==> src/rtl/ctrl_pkg.sv <==
// Shared types and constants for the exposure/readout controller.
// Holds the FSM state enum, exposure limits, readout length and clamp helper.
package ctrl_pkg;

  typedef enum logic [1:0] {
    S_IDLE,
    S_EXPOSURE,
    S_READOUT
  } state_t;

  localparam int EXP_MIN     = 2;
  localparam int EXP_MAX     = 30;
  localparam int READOUT_LEN = 8;

  function automatic logic [4:0] clamp_exp(input logic [4:0] v);
    if (v < 5'(EXP_MIN)) return 5'(EXP_MIN);
    if (v > 5'(EXP_MAX)) return 5'(EXP_MAX);
    return v;
  endfunction

endpackage

==> src/rtl/ctrl_down_counter.sv <==
// 5-bit loadable down counter with zero flag; times the exposure phase.
// Ports: clk, reset (sync, high), load, dec, value[4:0] -> count[4:0], zero.
module ctrl_down_counter (
  input  logic       clk,
  input  logic       reset,
  input  logic       load,
  input  logic       dec,
  input  logic [4:0] value,
  output logic [4:0] count,
  output logic       zero
);

  always_ff @(posedge clk) begin
    if (reset) begin
      count <= '0;
    end else if (load) begin
      count <= value;
    end else if (dec && count != '0) begin
      count <= count - 5'd1;
    end
  end

  assign zero = (count == '0);

endmodule

==> src/rtl/ctrl_exposure_fsm.sv <==
// Pixel exposure + two-row readout sequencer (IDLE/EXPOSURE/READOUT).
// Ports: clk, reset, exp_start, init[4:0] -> erase, expose, nre_1, nre_2, adc, busy.
module ctrl_exposure_fsm
  import ctrl_pkg::*;
#(
  parameter int READOUT_LEN = ctrl_pkg::READOUT_LEN
) (
  input  logic       clk,
  input  logic       reset,
  input  logic       exp_start,
  input  logic [4:0] init,
  output logic       erase,
  output logic       expose,
  output logic       nre_1,
  output logic       nre_2,
  output logic       adc,
  output logic       busy
);

  localparam logic [2:0] LAST_STEP = 3'(READOUT_LEN - 1);

  state_t     state;
  state_t     next;
  logic [2:0] step;
  logic [4:0] exp_cnt;
  logic       exp_zero;
  logic       load;
  logic       dec;
  logic [4:0] load_val;

  // Counter holds remaining cycles after the current one, so N-1 is loaded
  // and the last exposure cycle is the one that sees zero.
  assign load     = (state == S_IDLE) && exp_start;
  assign dec      = (state == S_EXPOSURE);
  assign load_val = clamp_exp(init) - 5'd1;

  ctrl_down_counter u_exp_cnt (
    .clk   (clk),
    .reset (reset),
    .load  (load),
    .dec   (dec),
    .value (load_val),
    .count (exp_cnt),
    .zero  (exp_zero)
  );

  always_ff @(posedge clk) begin
    if (reset) begin
      state <= S_IDLE;
    end else begin
      state <= next;
    end
  end

  always_ff @(posedge clk) begin
    if (reset) begin
      step <= '0;
    end else if (state == S_READOUT && step != LAST_STEP) begin
      step <= step + 3'd1;
    end else begin
      step <= '0;
    end
  end

  always_comb begin
    next = state;
    unique case (state)
      S_IDLE:     if (exp_start) next = S_EXPOSURE;
      S_EXPOSURE: if (exp_zero) next = S_READOUT;
      S_READOUT:  if (step == LAST_STEP) next = S_IDLE;
      default:    next = S_IDLE;
    endcase
  end

  // Outputs depend only on registered state and step.
  always_comb begin
    erase  = 1'b0;
    expose = 1'b0;
    nre_1  = 1'b1;
    nre_2  = 1'b1;
    adc    = 1'b0;
    busy   = 1'b1;
    unique case (state)
      S_IDLE: begin
        erase = 1'b1;
        busy  = 1'b0;
      end
      S_EXPOSURE: begin
        expose = 1'b1;
      end
      S_READOUT: begin
        // Row 1 on steps 0-2, gap 3, row 2 on 4-6, gap 7.
        nre_1 = !(step <= 3'd2);
        nre_2 = !(step >= 3'd4 && step <= 3'd6);
        adc   = (step == 3'd1) || (step == 3'd5);
      end
      default: begin
        erase = 1'b1;
        busy  = 1'b0;
      end
    endcase
  end

  logic unused_ok;
  assign unused_ok = ^exp_cnt;

endmodule

==> config.mk <==
export PLATFORM = sky130hd
export DESIGN_NAME = ctrl_exposure_fsm
export DESIGN_NICKNAME = d
export VERILOG_FILES = /design/src/rtl/ctrl_pkg.sv /design/src/rtl/ctrl_down_counter.sv /design/src/rtl/ctrl_exposure_fsm.sv
export SDC_FILE = /design/constraint.sdc
export NUM_CORES = 1
export LEC_CHECK = 0
export ABC_AREA = 1
export CAP_MARGIN = 20
export CORE_MARGIN = 3
export CORE_UTILIZATION = 49
export CTS_BUF_LIST = sky130_fd_sc_hd__clkbuf_16
export CTS_CLUSTER_SIZE = 8
export DETAILED_ROUTE_END_ITERATION = 7
export GPL_TIMING_DRIVEN = 0
export PLACE_DENSITY = 0.87
export REMOVE_ABC_BUFFERS = 1
export SETUP_SLACK_MARGIN = 0.4
export SLEW_MARGIN = 0
export SYNTH_ARGS = -nofsm -noshare
export SYNTH_HDL_FRONTEND = slang
export SYNTH_SLANG_ARGS = --single-unit
==> constraint.sdc <==
create_clock -name clk -period 2.3 [get_ports clk]
set_input_delay 0.23 -clock clk [delete_from_list [all_inputs] [get_ports clk]]
set_output_delay 0.23 -clock clk [all_outputs]
set_load 0.005 [all_outputs]
After elaboration in Yosys (flattened, before gate mapping)

Index checks and enable logic that the tools add are counted.
W data, S select, Z words.

Reduce and logical (&&, ||, !) cells: 14
Bitwise operators: 1
$add $sub $neg: 3
Eq/ne operators: 9
Muxes and demuxes: 19
$lt $le $gt $ge: 5

Operator list:

| kind                  | count |
|---|---|
| $mux W5               | 6 |
| $sub A5 B1 Y5 const B | 2 |
| $mux W1               | 9 |
| $eq A3 B3 Y1 const B  | 2 |
| $mux W2               | 3 |
| $pmux W2 S3           | 1 |
| $gt A5 B5 Y1 const B  | 1 |
| $logic_not A5 Y1      | 1 |
| $lt A5 B2 Y1 const B  | 1 |
| $reduce_bool A5 Y1    | 1 |
| $logic_and A1 B1 Y1   | 4 |
| $ne A2 B2 Y1 const B  | 2 |
| $reduce_or A2 Y1      | 2 |
| $add A3 B1 Y3 const B | 1 |
| $eq A3 B1 Y1 const B  | 1 |
| $ge A3 B3 Y1 const B  | 1 |
| $le A3 B2 Y1 const B  | 1 |
| $le A3 B3 Y1 const B  | 1 |
| $ne A3 B3 Y1 const B  | 1 |
| $reduce_and A3 Y1     | 1 |
| $eq A2 B1 Y1 const B  | 1 |
| $eq A2 B2 Y1 const B  | 1 |
| $logic_not A1 Y1      | 2 |
| $logic_not A2 Y1      | 1 |
| other kinds (4)       | 4 |

Bits in registers: 10
Logic and storage cells: 54
Input port bits: 8
Output and inout bits: 6

Logic depth before layout (Yosys ltp)

Word-level depth: 7
Depth in mapped cells: 14
Mapped depth without buffers: 14

Cells and area by module

From an unflattened synthesis, not the netlist that was laid out.

Cell total of the unflattened synthesis: 125
Area total of the unflattened synthesis: 803.3 µm²

Modules (own cells, without submodules):

| module            | times used | area an instance (µm²) | seq. area each (µm²) | cells an instance |
|---|---|---|---|---|
| ctrl_exposure_fsm | 1          | 455.4                  | 100.1                | 67 |
| ctrl_down_counter | 1          | 347.8                  | 100.1                | 58 |

Worst setup path before layout

Ideal clock, no wire load.

Path type: register to register
From: register state[0]
To: register u_exp_cnt.count[2]
Period minus slack after synthesis: 1.635 ns
Path slack: 0.665 ns
Cell stages (with the launch flop): 13
Required time: 2.178 ns
Setup time: 0.122 ns
Buffers on the path: 0
Arrival time: 1.514 ns
Cells stage by stage: dfxtp_1 -> inv_1 -> ha_1 -> nand2_4 -> nor2_1 -> nand3_1 -> nand2_2 -> inv_2 -> ha_1 -> nand2_1 -> inv_1 -> o21ai_0 -> a21oi_1

Word-level cells in the longest chain between the ends: 3
Elaborated cells between the ends (all ways): 6
Classes of those cells: eq/ne (1); mux (1); reduce/logical (4)

RTL lines:

| item                                                           | RTL line                                         | text |
|---|---|---|
| start, declared                                                | ctrl_exposure_fsm.sv:22                          | `state_t state;` |
| start signal, assigned                                         | ctrl_exposure_fsm.sv:51                          | `state <= next;` |
| $eq A2 B1 Y1 or $logic_not A2 Y1 (tied branches)               | ctrl_exposure_fsm.sv:34, ctrl_exposure_fsm.sv:33 |  |
| $logic_and A1 B1 Y1 (on tied branches)                         | ctrl_down_counter.sv:18, ctrl_exposure_fsm.sv:33 |  |
| $reduce_bool A2 Y1 (no source line) or $mux W5 (tied branches) | n/a                                              |  |
| end signal, assigned                                           | ctrl_down_counter.sv:17                          | `count <= value;` |
| end signal, assigned                                           | ctrl_down_counter.sv:19                          | `count <= count - 5'd1;` |
| end, declared                                                  | ctrl_down_counter.sv:9                           | `output logic [4:0] count,` |

Several ways; a longest one is shown, not always the timed one.
A chain may end at the register's enable or synchronous reset.

Worst setup path in the final report

From: register state[0]
To: output port nre_2

Word-level cells in the longest chain between the ends: 2

RTL lines:

| item          | RTL line                | text |
|---|---|---|
| $eq A2 B2 Y1  | ctrl_exposure_fsm.sv:83 | `unique case (state)` |
| $mux W1       | ctrl_exposure_fsm.sv:83 |  |
| end, declared | ctrl_exposure_fsm.sv:15 | `output logic nre_2,` |

Every way passes these cells.

==> results_dict.tcl <==
set metrics [dict create \
    startpoint_type "flop" \
    power_density_mw_per_mm2 1230 \
    layout-drive-gt1-share_pct 12.9 \
    slew_headroom_pct 86.8 \
    die-height_um 44.0 \
    p_sw_w 0.000452 \
    dp_worst_setup_slack_ns 0.345 \
    wl_met1_um 669 \
    cpPeakStageDelay_ns 0.53 \
    drc 0 \
    dr_wl_met2_um 722 \
    root_buffer "clkbuf_16" \
    cap_violations 0 \
    p_leak_nw 0.491 \
    diodes 0 \
    hold_viol_final 0 \
    htreeDepth 1 \
    seq_area_frac_synth_pct 28.3 \
    vdd_ir_drop_max_mv 0.966 \
    min_to "step[0]" \
    die_area_sq_mm 0.00193 \
    detailedPlacementHpwl_mm 1.18 \
    core-area_sq_mm 0.00133 \
    hold_buffers 0 \
    die_x_um 44.0 \
    grt_pass1_vias 641 \
    synth_top_area_share_pct 28.3 \
    ioPinCount 14 \
    synthTopCellsByArea "dfxtp_1 (28%), ha_1 (16%), nand2_1 (12%)" \
    start_util_pct 53.0 \
    cts_sinks 10 \
    finalCritPeriodShare_pct 75.6 \
    ys_seq_elements 10 \
    routed_wl_mm 1.57 \
    required_ns 2.07 \
    grt_pass1_wl_mm 2.52 \
    syn_area_sq_um 707 \
    fin_nets 142 \
    cp-end-kind "output pin" \
    grt_use_total_pct 18.4 \
    cpMaxStageDelayCell "clkdlybuf4s50_1" \
    viasPerCell 5.14 \
    grt_antenna_before_repair 0 \
    ys_warn_count 0 \
    syn_to_final_growth_pct 34.3 \
    rsz0062_at_grt "no" \
    cp_cell_sequence "inv_2 -> ha_1 -> o211ai_1 -> clkdlybuf4s50_1" \
    cts_buffer_depth 2 \
    setup_ws_ns 0.561 \
    routed.top_layer "met4" \
    yosys.area.top_type "dfxtp_1" \
    r2r_slack_ns 0.58 \
    post-cts-setup-buffer-count 0 \
    worstHoldPathType "flop to flop" \
    clock_skew_ns 0.00355 \
    wl_per_cell_um 11.3 \
    setup-tns-final_ns 0 \
    num_rows 13 \
    cts_buffers 3 \
    r2r_start "state[0]" \
    seqPwrFrac_pct 23.0 \
    path_buf_inv 2 \
    tightest_slew_ns 0.197 \
    grt_remaining_overflow 0 \
    combPwrFrac_pct 50.2 \
    worstHoldStart "step[0]" \
    wl_met3_um 127 \
    period_needed_ns 1.74 \
    drv_slew 0 \
    setup_viol 0 \
    postRouteAntennaNets 0 \
    vias 714 \
    reg2reg_to "u_exp_cnt.count[2]" \
    clk_latency_ns 0.24 \
    place_congestion 0.782 \
    cts_tree "built" \
    max_freq_mhz 575 \
    critPathKind "flop to output pin" \
    crit_fanout 4 \
    clk_pin_slew_ns 0.04 \
    grt_max_degree 11 \
    clockPowerShare_pct 26.8 \
    drt_iter0_markers 11 \
    synth_cells 107 \
    power.internal_w 0.000712 \
    holdPathStages 1 \
    switching_share_pct 38.8 \
    cp.arrival_ns 1.51 \
    outcome "finished clean" \
    cp_top_family "buffers and inverters" \
    portBuffers 13 \
    r2r_cells 12 \
    synth_area_per_cell_sq_um 6.61 \
    ys_types 19 \
    first_pass_iters 4 \
]
-- registers in the layout (all words and copies together) (netlist names) --
name and count:
u_exp_cnt.count 5, state 2, step 3
-- Yosys cell counts --
cell type,count
dfxtp_1,10
nand2_4,1
inv_1,21
o21ai_1,1
nor3_1,1
nand2_1,22
nand3_1,7
o22ai_1,1
nor2_1,10
nand4_1,1
nor2_2,1
nand2_2,3
a21oi_2,1
o211ai_1,1
o21a_2,1
ha_1,9
inv_2,3
o21ai_0,8
a21oi_1,5
-- worst max path at each step --
| stage | start | endpoint | cells past startpoint |
|---|---|---|---|
| after detailed placement | exp_start | u_exp_cnt.count[2] | 11 |
| final | state[0] | nre_2 | 4 |
| after CTS | state[0] | u_exp_cnt.count[2] | 12 |
| after global routing | state[0] | u_exp_cnt.count[2] | 12 |
| after global placement | exp_start | u_exp_cnt.count[2] | 11 |
| after floorplan | state[0] | u_exp_cnt.count[2] | 12 |
-- cell families after synthesis --
| kind of cell | share of synthesized area (%) |
|---|---|
| AOI/OAI and AO/OA | 14.3 |
| adders and majority gates | 15.9 |
| buffers and inverters | 12.7 |
| DFF | 28.3 |
| and+or+nand+nor | 28.7 |
-- metrics by stage --
step                instances  utilization, %  area, sq um  power [W]  hold WS (ns)
finish                    139            71.2          950    0.00116         0.468
CTS                       139            70.3          937    0.00114         0.471
floorplan                 107               -          707   0.000641         0.299
global placement          135            64.2          856   0.000790         0.451
global route              139            71.2          950    0.00125         0.512
detailed placement        135            64.2          856   0.000813         0.462
-- power groups by stage --
stage / Combinational (W) / Clock, W / Sequential [W]
floorplan: 0.000382 / 0 / 0.000259
global placement: 0.000523 / 0 / 0.000267
detailed placement: 0.000546 / 0 / 0.000267
CTS: 0.000563 / 0.000314 / 0.000264
global route: 0.000654 / 0.000327 / 0.000274
finish: 0.000585 / 0.000312 / 0.000268
-- worst reg2reg max path: stages (launching register included) --
cell	delay [ns]
dfxtp_1	0.31
inv_2	0.10
ha_4	0.18
nand2_4	0.10
nor2_1	0.11
nand3_1	0.09
nand2_2	0.08
inv_2	0.05
ha_1	0.19
nand2_1	0.09
inv_1	0.07
o21ai_1	0.15
a21oi_1	0.08
-- metal layers --
layer / global-route usage [%] / vias up
met3: 5.39 / 5
met2: 29.9 / 29
met1: 19.2 / 308
li1: - / 372
met5: 0 / -
met4: 15.7 / 0
-- cell usage in the layout, fill, tap and decap left out, types with 2 or more instances in the layout --
master           instances
a21oi_1                  5
clkbuf_16                3
clkdlybuf4s50_1         12
dfxtp_1                 10
ha_1                     8
inv_1                   19
inv_2                    5
nand2_1                 22
nand2_2                  3
nand3_1                  7
nor2_1                  10
o21ai_0                  7
o21ai_1                  2
-- what timing repair did --
item / CTS / global route
gates resized for setup: 1 / 5
cloned: 0 / 0
pin swaps: 0 / 0
endpoints found under the setup margin: 1 / 3
-- layout make-up --
cell class | instances | area [sq um]
fill | 113 | 384
inverter | 24 | 90.1
clock buffer | 3 | 75.1
multi-input combinational | 73 | 429
timing repair buffer | 13 | 133
sequential | 10 | 200
tap | 15 | 18.8
clock inverter | 1 | 3.75
Note: power is estimated with default switching activity, not from simulation.
